File: src/rtl/gpr_pkg.sv
// Shared types and constants for the general-purpose register file write path.
package gpr_pkg;

    localparam int REG_W  = 5;
    localparam int DATA_W = 32;

    localparam logic [REG_W-1:0] REG_ZERO = 5'd0;
    localparam logic [REG_W-1:0] REG_RA   = 5'd31;

    typedef struct packed {
        logic [REG_W-1:0]  addr;
        logic [DATA_W-1:0] data;
    } gpr_wr_t;

endpackage

File: src/rtl/gpr_fwd_match.sv
// Youngest-first lookup of one register address against the pending write entries.
module gpr_fwd_match
    import gpr_pkg::*;
#(
    parameter int DEPTH = 4,
    parameter int PTR_W = $clog2(DEPTH)
) (
    input  gpr_wr_t [DEPTH-1:0] entries,
    input  logic [DEPTH-1:0]    valid,
    input  logic [PTR_W-1:0]    tail,
    input  logic [REG_W-1:0]    addr,
    output logic                hit,
    output logic [DATA_W-1:0]   data
);

    logic [PTR_W-1:0] idx_s;
    logic             match_s;

    // Walk oldest to youngest so the last match (nearest the tail) wins.
    always_comb begin
        hit     = 1'b0;
        data    = '0;
        idx_s   = '0;
        match_s = 1'b0;
        for (int k = DEPTH; k >= 1; k--) begin
            idx_s   = tail - PTR_W'(k);
            match_s = valid[idx_s] && (entries[idx_s].addr == addr) && (addr != REG_ZERO);
            hit     = hit | match_s;
            data    = match_s ? entries[idx_s].data : data;
        end
    end

endmodule

File: src/rtl/gpr_write_queue.sv
// In-order write queue in front of the register file write port, with
// forwarding of the youngest pending value to the Rs/Rt read lookups.
module gpr_write_queue
    import gpr_pkg::*;
#(
    parameter int DEPTH = 4
) (
    input  logic                    clk,
    input  logic                    reset,
    input  logic                    WrValid,
    output logic                    WrReady,
    input  logic [4:0]              WrAddr,
    input  logic [31:0]             WrData,
    input  logic                    Stall,
    output logic                    RegWrite,
    output logic [4:0]              RegAddr,
    output logic [31:0]             RegData,
    input  logic [4:0]              Rs,
    input  logic [4:0]              Rt,
    output logic                    RsHit,
    output logic                    RtHit,
    output logic [31:0]             RsFwd,
    output logic [31:0]             RtFwd,
    output logic [$clog2(DEPTH):0]  Count,
    output logic                    Empty
);

    localparam int PTR_W = $clog2(DEPTH);
    localparam int CNT_W = PTR_W + 1;

    gpr_wr_t [DEPTH-1:0] mem_r;
    logic [PTR_W-1:0]    head_r;
    logic [PTR_W-1:0]    tail_r;
    logic [CNT_W-1:0]    count_r;

    logic                full_s;
    logic                empty_s;
    logic                accept_s;
    logic                push_s;
    logic                pop_s;
    logic [DEPTH-1:0]    valid_s;
    logic [PTR_W-1:0]    offset_s;

    assign full_s   = (count_r == CNT_W'(DEPTH));
    assign empty_s  = (count_r == CNT_W'(0));
    // Reset is folded in so the producer never sees ready while the queue is held.
    assign WrReady  = reset & ~full_s;
    assign accept_s = WrValid & WrReady;
    assign push_s   = accept_s & (WrAddr != REG_ZERO);
    assign pop_s    = ~empty_s & ~Stall;

    assign RegWrite = pop_s;
    assign RegAddr  = pop_s ? mem_r[head_r].addr : 5'd0;
    assign RegData  = pop_s ? mem_r[head_r].data : 32'd0;
    assign Count    = count_r;
    assign Empty    = empty_s;

    // An entry is live when its distance from the head is below the occupancy.
    always_comb begin
        valid_s  = '0;
        offset_s = '0;
        for (int i = 0; i < DEPTH; i++) begin
            offset_s   = PTR_W'(i) - head_r;
            valid_s[i] = ({1'b0, offset_s} < count_r);
        end
    end

    // Head/tail pointers and occupancy.
    always_ff @(posedge clk or negedge reset) begin
        if (!reset) begin
            head_r  <= '0;
            tail_r  <= '0;
            count_r <= '0;
        end else begin
            if (push_s) begin
                tail_r <= tail_r + PTR_W'(1);
            end
            if (pop_s) begin
                head_r <= head_r + PTR_W'(1);
            end
            case ({push_s, pop_s})
                2'b10:   count_r <= count_r + CNT_W'(1);
                2'b01:   count_r <= count_r - CNT_W'(1);
                default: count_r <= count_r;
            endcase
        end
    end

    // Entry storage; a register-0 request completes the handshake but is dropped.
    always_ff @(posedge clk or negedge reset) begin
        if (!reset) begin
            mem_r <= '0;
        end else if (push_s) begin
            mem_r[tail_r] <= '{addr: WrAddr, data: WrData};
        end
    end

    gpr_fwd_match #(.DEPTH(DEPTH)) u_fwd_rs (
        .entries (mem_r),
        .valid   (valid_s),
        .tail    (tail_r),
        .addr    (Rs),
        .hit     (RsHit),
        .data    (RsFwd)
    );

    gpr_fwd_match #(.DEPTH(DEPTH)) u_fwd_rt (
        .entries (mem_r),
        .valid   (valid_s),
        .tail    (tail_r),
        .addr    (Rt),
        .hit     (RtHit),
        .data    (RtFwd)
    );

endmodule

File: config.mk
export PLATFORM = sky130hd
export DESIGN_NAME = gpr_write_queue
export DESIGN_NICKNAME = d
export VERILOG_FILES = /design/src/rtl/gpr_pkg.sv /design/src/rtl/gpr_fwd_match.sv /design/src/rtl/gpr_write_queue.sv
export SDC_FILE = /design/constraint.sdc
export NUM_CORES = 1
export LEC_CHECK = 0
export ABC_AREA = 1
export CORE_MARGIN = 2
export CORE_UTILIZATION = 55
export CTS_BUF_LIST = sky130_fd_sc_hd__clkbuf_4 sky130_fd_sc_hd__clkbuf_8 sky130_fd_sc_hd__clkbuf_16
export DETAILED_ROUTE_END_ITERATION = 8
export PLACE_DENSITY = 0.78
export SLEW_MARGIN = 20
export SYNTH_ARGS = -nofsm -noshare
export SYNTH_HDL_FRONTEND = slang
export SYNTH_SLANG_ARGS = --single-unit
File: constraint.sdc
create_clock -name clk -period 5.45 [get_ports clk]
set_clock_uncertainty 0.15 [all_clocks]
set_input_delay 1.635 -clock clk [delete_from_list [all_inputs] [get_ports clk]]
set_output_delay 1.635 -clock clk [all_outputs]
set_load 0.02 [all_outputs]
Word-level counts from Yosys, hierarchy flattened

Cells that the tools add are included.

Bits in registers: 155
Input bits: 51
Output and inout bits: 109
Logic and storage cells: 110

$add $sub $neg: 11
$lt $le $gt $ge: 10
Equal/unequal tests: 11
Muxes and demuxes: 32
Bitwise gates (word level): 13
Reductions and logical operators: 22

Operator list:

| kind                                                                         | number |
|---|---|
| 37-bit binary-select mux with 2-bit select                                   | 5 |
| 32-bit two-way mux                                                           | 9 |
| 37-bit two-way mux                                                           | 6 |
| 148-bit bitwise mux                                                          | 1 |
| 37-bit demux with 2-bit select                                               | 1 |
| 5-bit == test                                                                | 8 |
| 1-bit logical AND                                                            | 17 |
| 2-bit by 3-bit less-than comparator with 1-bit output, second input constant | 5 |
| 5-bit nonzero test                                                           | 3 |
| 2-bit by 3-bit less-than comparator with 1-bit output                        | 4 |
| 1-bit binary-select mux with 2-bit select                                    | 4 |
| 1-bit OR                                                                     | 6 |
| 3-bit case mux with 2 select lines                                           | 1 |
| 5-bit two-way mux                                                            | 1 |
| 2-bit by 1-bit adder with 2-bit output, second input constant                | 2 |
| 1-bit bitwise AND                                                            | 4 |
| 1-bit two-way mux                                                            | 4 |
| 1-bit by 2-bit subtractor with 2-bit output, first input constant            | 2 |
| 2-bit subtractor, first input constant                                       | 2 |
| 2-bit subtractor, second input constant                                      | 2 |
| 3-bit by 1-bit adder with 3-bit output, second input constant                | 1 |
| 3-bit == test, second input constant                                         | 1 |
| 3-bit zero test                                                              | 1 |
| 1-bit inverter                                                               | 3 |
| 6 further kinds                                                              | 6 |

Logic depth before layout (Yosys ltp)

Depth after elaboration: 10
Gate-level depth with buffers: 22
Depth with buffers taken out: 20

By module

Synthesis repeated with hierarchy kept, for this count alone.

Cell total of the unflattened synthesis: 3315
Area total of the unflattened synthesis: 18801.8 µm²

By module, submodules not included:

| module          | times used | cells each | area an instance (µm²) | seq. area each (µm²) |
|---|---|---|---|---|
| gpr_fwd_match   | 2          | 1157       | 5477.8                 | 0.0 |
| gpr_write_queue | 1          | 1001       | 7846.3                 | 3878.7 |

Least setup slack after synthesis

OpenSTA, ideal clock, no wires.

Path kind: input to output
Start: input port Stall
End: output port RegData[17]
Data arrival time: 3.060 ns
Required time: 3.665 ns
Path slack: 0.605 ns
Stages: 4
Path buffers: 1
Cells stage by stage: nor2_1 inv_2 clkbuf_1 nor3_1

Longest elaborated chain between the ends: 3

Ends and longest elaborated chain:

| what               | RTL line              | source |
|---|---|---|
| start: declaration | gpr_write_queue.sv:14 | `input logic Stall,` |
| 1-bit inverter     | gpr_write_queue.sv:50 | `assign pop_s = ~empty_s & ~Stall;` |
| 1-bit bitwise AND  | gpr_write_queue.sv:50 |  |
| 32-bit two-way mux | gpr_write_queue.sv:54 | `assign RegData = pop_s ? mem_r[head_r].data : 32'd0;` |
| end: declaration   | gpr_write_queue.sv:17 | `output logic [31:0] RegData,` |

Every way passes these cells.

Final worst setup path

Start: input port Stall
End: output port RegData[12]

Same word-level chain as after synthesis.

==> run summary <==
The transition at the pin with the smallest max-transition slack is 0.889 ns. The first-pass iteration count of the detailed router came out at 9. The total routing resource utilization after global routing is 0.407. The global placer's final weighted congestion is 1.00. The via count of the first global-routing pass is 14690.

The clock tree from TritonCTS is built. The net total in the final layout came out at 2550. Setup repair after global routing could not meet its margin everywhere. Hold is met by 0.368 ns.

The cell that appears most often on the critical path is clkdlybuf4s50_1. The total wirelength of the detailed-routed design is 54400 µm. STA puts the critical path data arrival time at 3.61 ns.

The DRC violation count after routing came out at 0. The number of synthesized flops with an enable pin is 0. The kind of cell with the highest combined delay on the critical path is buffers and inverters. Summing every instance area after synthesis gives 13900 µm². The cell area after placement is 16000 µm². The time the final worst path needs with I/O delays and setup is 5.39 ns. The largest net degree at the start of global routing is 148.

The cell with the largest stage delay on the worst path is clkdlybuf4s50_1. The later pin in the worst-skew pair is clocked with a latency of 0.42 ns. The number of fillers in the final layout came out at 2308.

Setup violations remaining at the end of the flow were counted as 0. The area share of the largest cell type after synthesis is 0.279. The area enclosed by the die boundary came out at 26600 µm². The die is 163 µm tall. When the netlist entered floorplanning its net count stood at 2411. The total core area is 25000 µm².

The count of buffers added on input and output ports is 159. The kind of end point of the critical path is an output port. The classification of the worst setup path is in -> out. Along the worst path, the maximum fanout reaches 37. The number of I/O pins came out at 160.

Dividing the detail-routed wire length by the instance count gives 19.2 µm. The final number of hold-violating endpoints is 0. The final global-route overflow total came out at 0.

The area growth from synthesis to final layout came out at 21.4%. Detailed placement finished with a half-perimeter wire length of 38700 µm. The initial antenna violation count came out at 0.

Counting every sink on the clock net gives 155. The flow ran to the end, and the final reports show no timing, DRC or antenna violations. After synthesis, the cell types taking the most area are dfrtp_1 (28%), nand2_1 (25%), o21ai_0 (13%).

The initial utilization of the core area, before any placement, comes to 0.555. The post-synthesis async set-or-reset flop share is 1.00. nand2_1 is the most common cell in the netlist. Synthesis handed over a netlist of 2350 instances. The delay contributed by the slowest stage of the critical path is 0.70 ns. The DRC violation total after the first TritonRoute iteration came out at 2883. The cts-stage hold buffer count is 0. The clock input transition at the sequential cells of the worst setup and hold paths came out at 0.06 ns. The number of buffers and inverters on the critical path is 4. The vias per cell came out at 5.96. STA puts the critical path data required time at 3.67 ns. The remaining antenna violation count came out at 0.

In this run the horizontal extent of the chip is 163 µm. The maximum achievable frequency came out at 185 MHz. The global-route wire length before repair came out at 83500 µm. The worst hold path belongs to the class reg -> reg. The post-synthesis cell type count came out at 38. The critical path launch point type is an input port. In this run the deepest clock path goes through 2 buffers. The number of buffers created by CTS is 17. The CTS H-tree depth came out at 4. 0 antenna diodes ended up in the layout.

The total number of placement rows came out at 58. Including well taps, the total number of placed cells is 2778. By count the netlist is led by nand2_1 (934), o21ai_0 (349), nand3_1 (244). The worst relative slew slack came out at 0.407.

Across the run, the number of max-cap violations was 0. For this run, the leading register cell type out of synthesis is dfrtp_1. The filler-free cell count of the finished design is 2832. The max-slew violation total from the final report came out at 0. The tree is rooted in a clkbuf_16. The cell area after layout is 16900 µm². The routed layout has 16873 vias. Of the cells placed in the final design, the portion with a size suffix greater than 1 is 0.116. The largest total area in the synthesized netlist belongs to dfrtp_1. The flip-flop and latch count after synthesis came out at 155. The average cell area after synthesis came out at 5.92 µm².

In the finished design, the share of the clock period the worst path needs comes to 0.990. The count of warnings emitted by yosys came out at 0. Once layout is complete, the utilization of the core stands at 0.674. The sequential area share after synthesis came out at 0.279. Traced cell by cell, the critical path runs through clkdlybuf4s50_1, nor2_1, inv_2, buf_12, nor3_1, clkdlybuf4s50_1.
[registers in the layout, indices dropped and copies added (netlist names)]
| name | flops |
|---|---|
| mem_r | 148 |
| Count | 3 |
| head_r | 2 |
| tail_r | 2 |
[cell type report]
type                            count  area [µm²]  share of cell area
Inverter                          230         873              0.0517
Clock inverter                     15         200              0.0119
Sequential cell                   155        3880               0.230
Multi-Input combinational cell   1801        8430               0.499
Clock buffer                       17         425              0.0252
Timing Repair Buffer              284        2660               0.158
Tap cell                          330         413              0.0245
[path summary, 6_finish.rpt]
| path | start | to | slack, ns | cells past startpoint |
|---|---|---|---|---|
| setup reg to reg | tail_r[0]$_DFFE_PN0N_ | mem_r[58]$_DFFE_PN0P_ | 2.82 | 6 |
| setup / recovery | Stall | RegData[12] | 0.06 | 6 |
| max in group asynchronous | reset | mem_r[95]$_DFFE_PN0P_ | 2.50 | 3 |
| hold reg to reg | mem_r[31]$_DFFE_PN0P_ | mem_r[31]$_DFFE_PN0P_ | 0.37 | 2 |
| hold / removal | mem_r[31]$_DFFE_PN0P_ | mem_r[31]$_DFFE_PN0P_ | 0.37 | 2 |
| min in group asynchronous | reset | Count[1]$_DFFE_PN0P_ | 1.17 | 2 |
[cells by family (layout without fill, tap and decap cells)]
| kind of cell | after synthesis | count (layout) | synth area share |
|---|---|---|---|
| AND/OR/NAND/NOR | 1283 | 1283 | 0.381 |
| AO/OA/AOI/OAI | 465 | 465 | 0.177 |
| buffers and inverters | 394 | 546 | 0.124 |
| flip-flops | 155 | 155 | 0.279 |
| multiplexers | 30 | 30 | 0.0216 |
| XOR/XNOR | 13 | 13 | 0.00819 |
| adder cells (fa/ha/maj) | 10 | 10 | 0.00954 |
[cells in the final DEF, fill, tap and decap left out, types with 33 or more instances in the layout]
cell type | synthesis | layout
nand2_1 | 934 | 925
o21ai_0 | 349 | 345
nand3_1 | 244 | 240
inv_1 | 222 | 220
dfrtp_1 | 155 | 153
buf_4 | 20 | 113
clkdlybuf4s50_1 | 0 | 82
o22ai_1 | 63 | 63
buf_2 | 42 | 40
nor2_1 | 39 | 36
nor3_1 | 37 | 33
[worst reg2reg max path: cells and delay by family, from the launching register on]
kind | cells | cell delay, ns
AOI/OAI and AO/OA | 1 | 0.34
buffers and inverters | 3 | 1.23
adders and majority gates | 1 | 0.23
DFF | 1 | 0.46
and+or+nand+nor | 1 | 0.14
[layer usage]
layer | GRT usage | share of wire | vias to the layer above
li1 | - | - | 7864
met1 | 0.639 | 0.43 | 7619
met2 | 0.541 | 0.38 | 1289
met3 | 0.127 | 0.16 | 101
met4 | 0.0792 | 0.023 | 0
met5 | 0 | 0 | -
[metrics by stage]
stage	setup WS [ns]	setup TNS, ns
2_1_floorplan	0.605	0
3_3_place_gp	-0.528	-25.35
3_5_place_dp	-0.520	-27.07
4_1_cts	-0.0924	-0.714
5_1_grt	-0.00992	-0.00992
6_report	0.0551	0
[repair_timing]
item / in CTS / in global routing
cloned: 6 / 1
setup endpoints to repair: 66 / 66
resized for setup: 294 / 45
pin swaps: 11 / 12
buffers inserted: 8 / 7
Power is left out: the tool's default activity adds up to more than one toggle a clock period on the data nets, which glitch-free logic cannot reach.
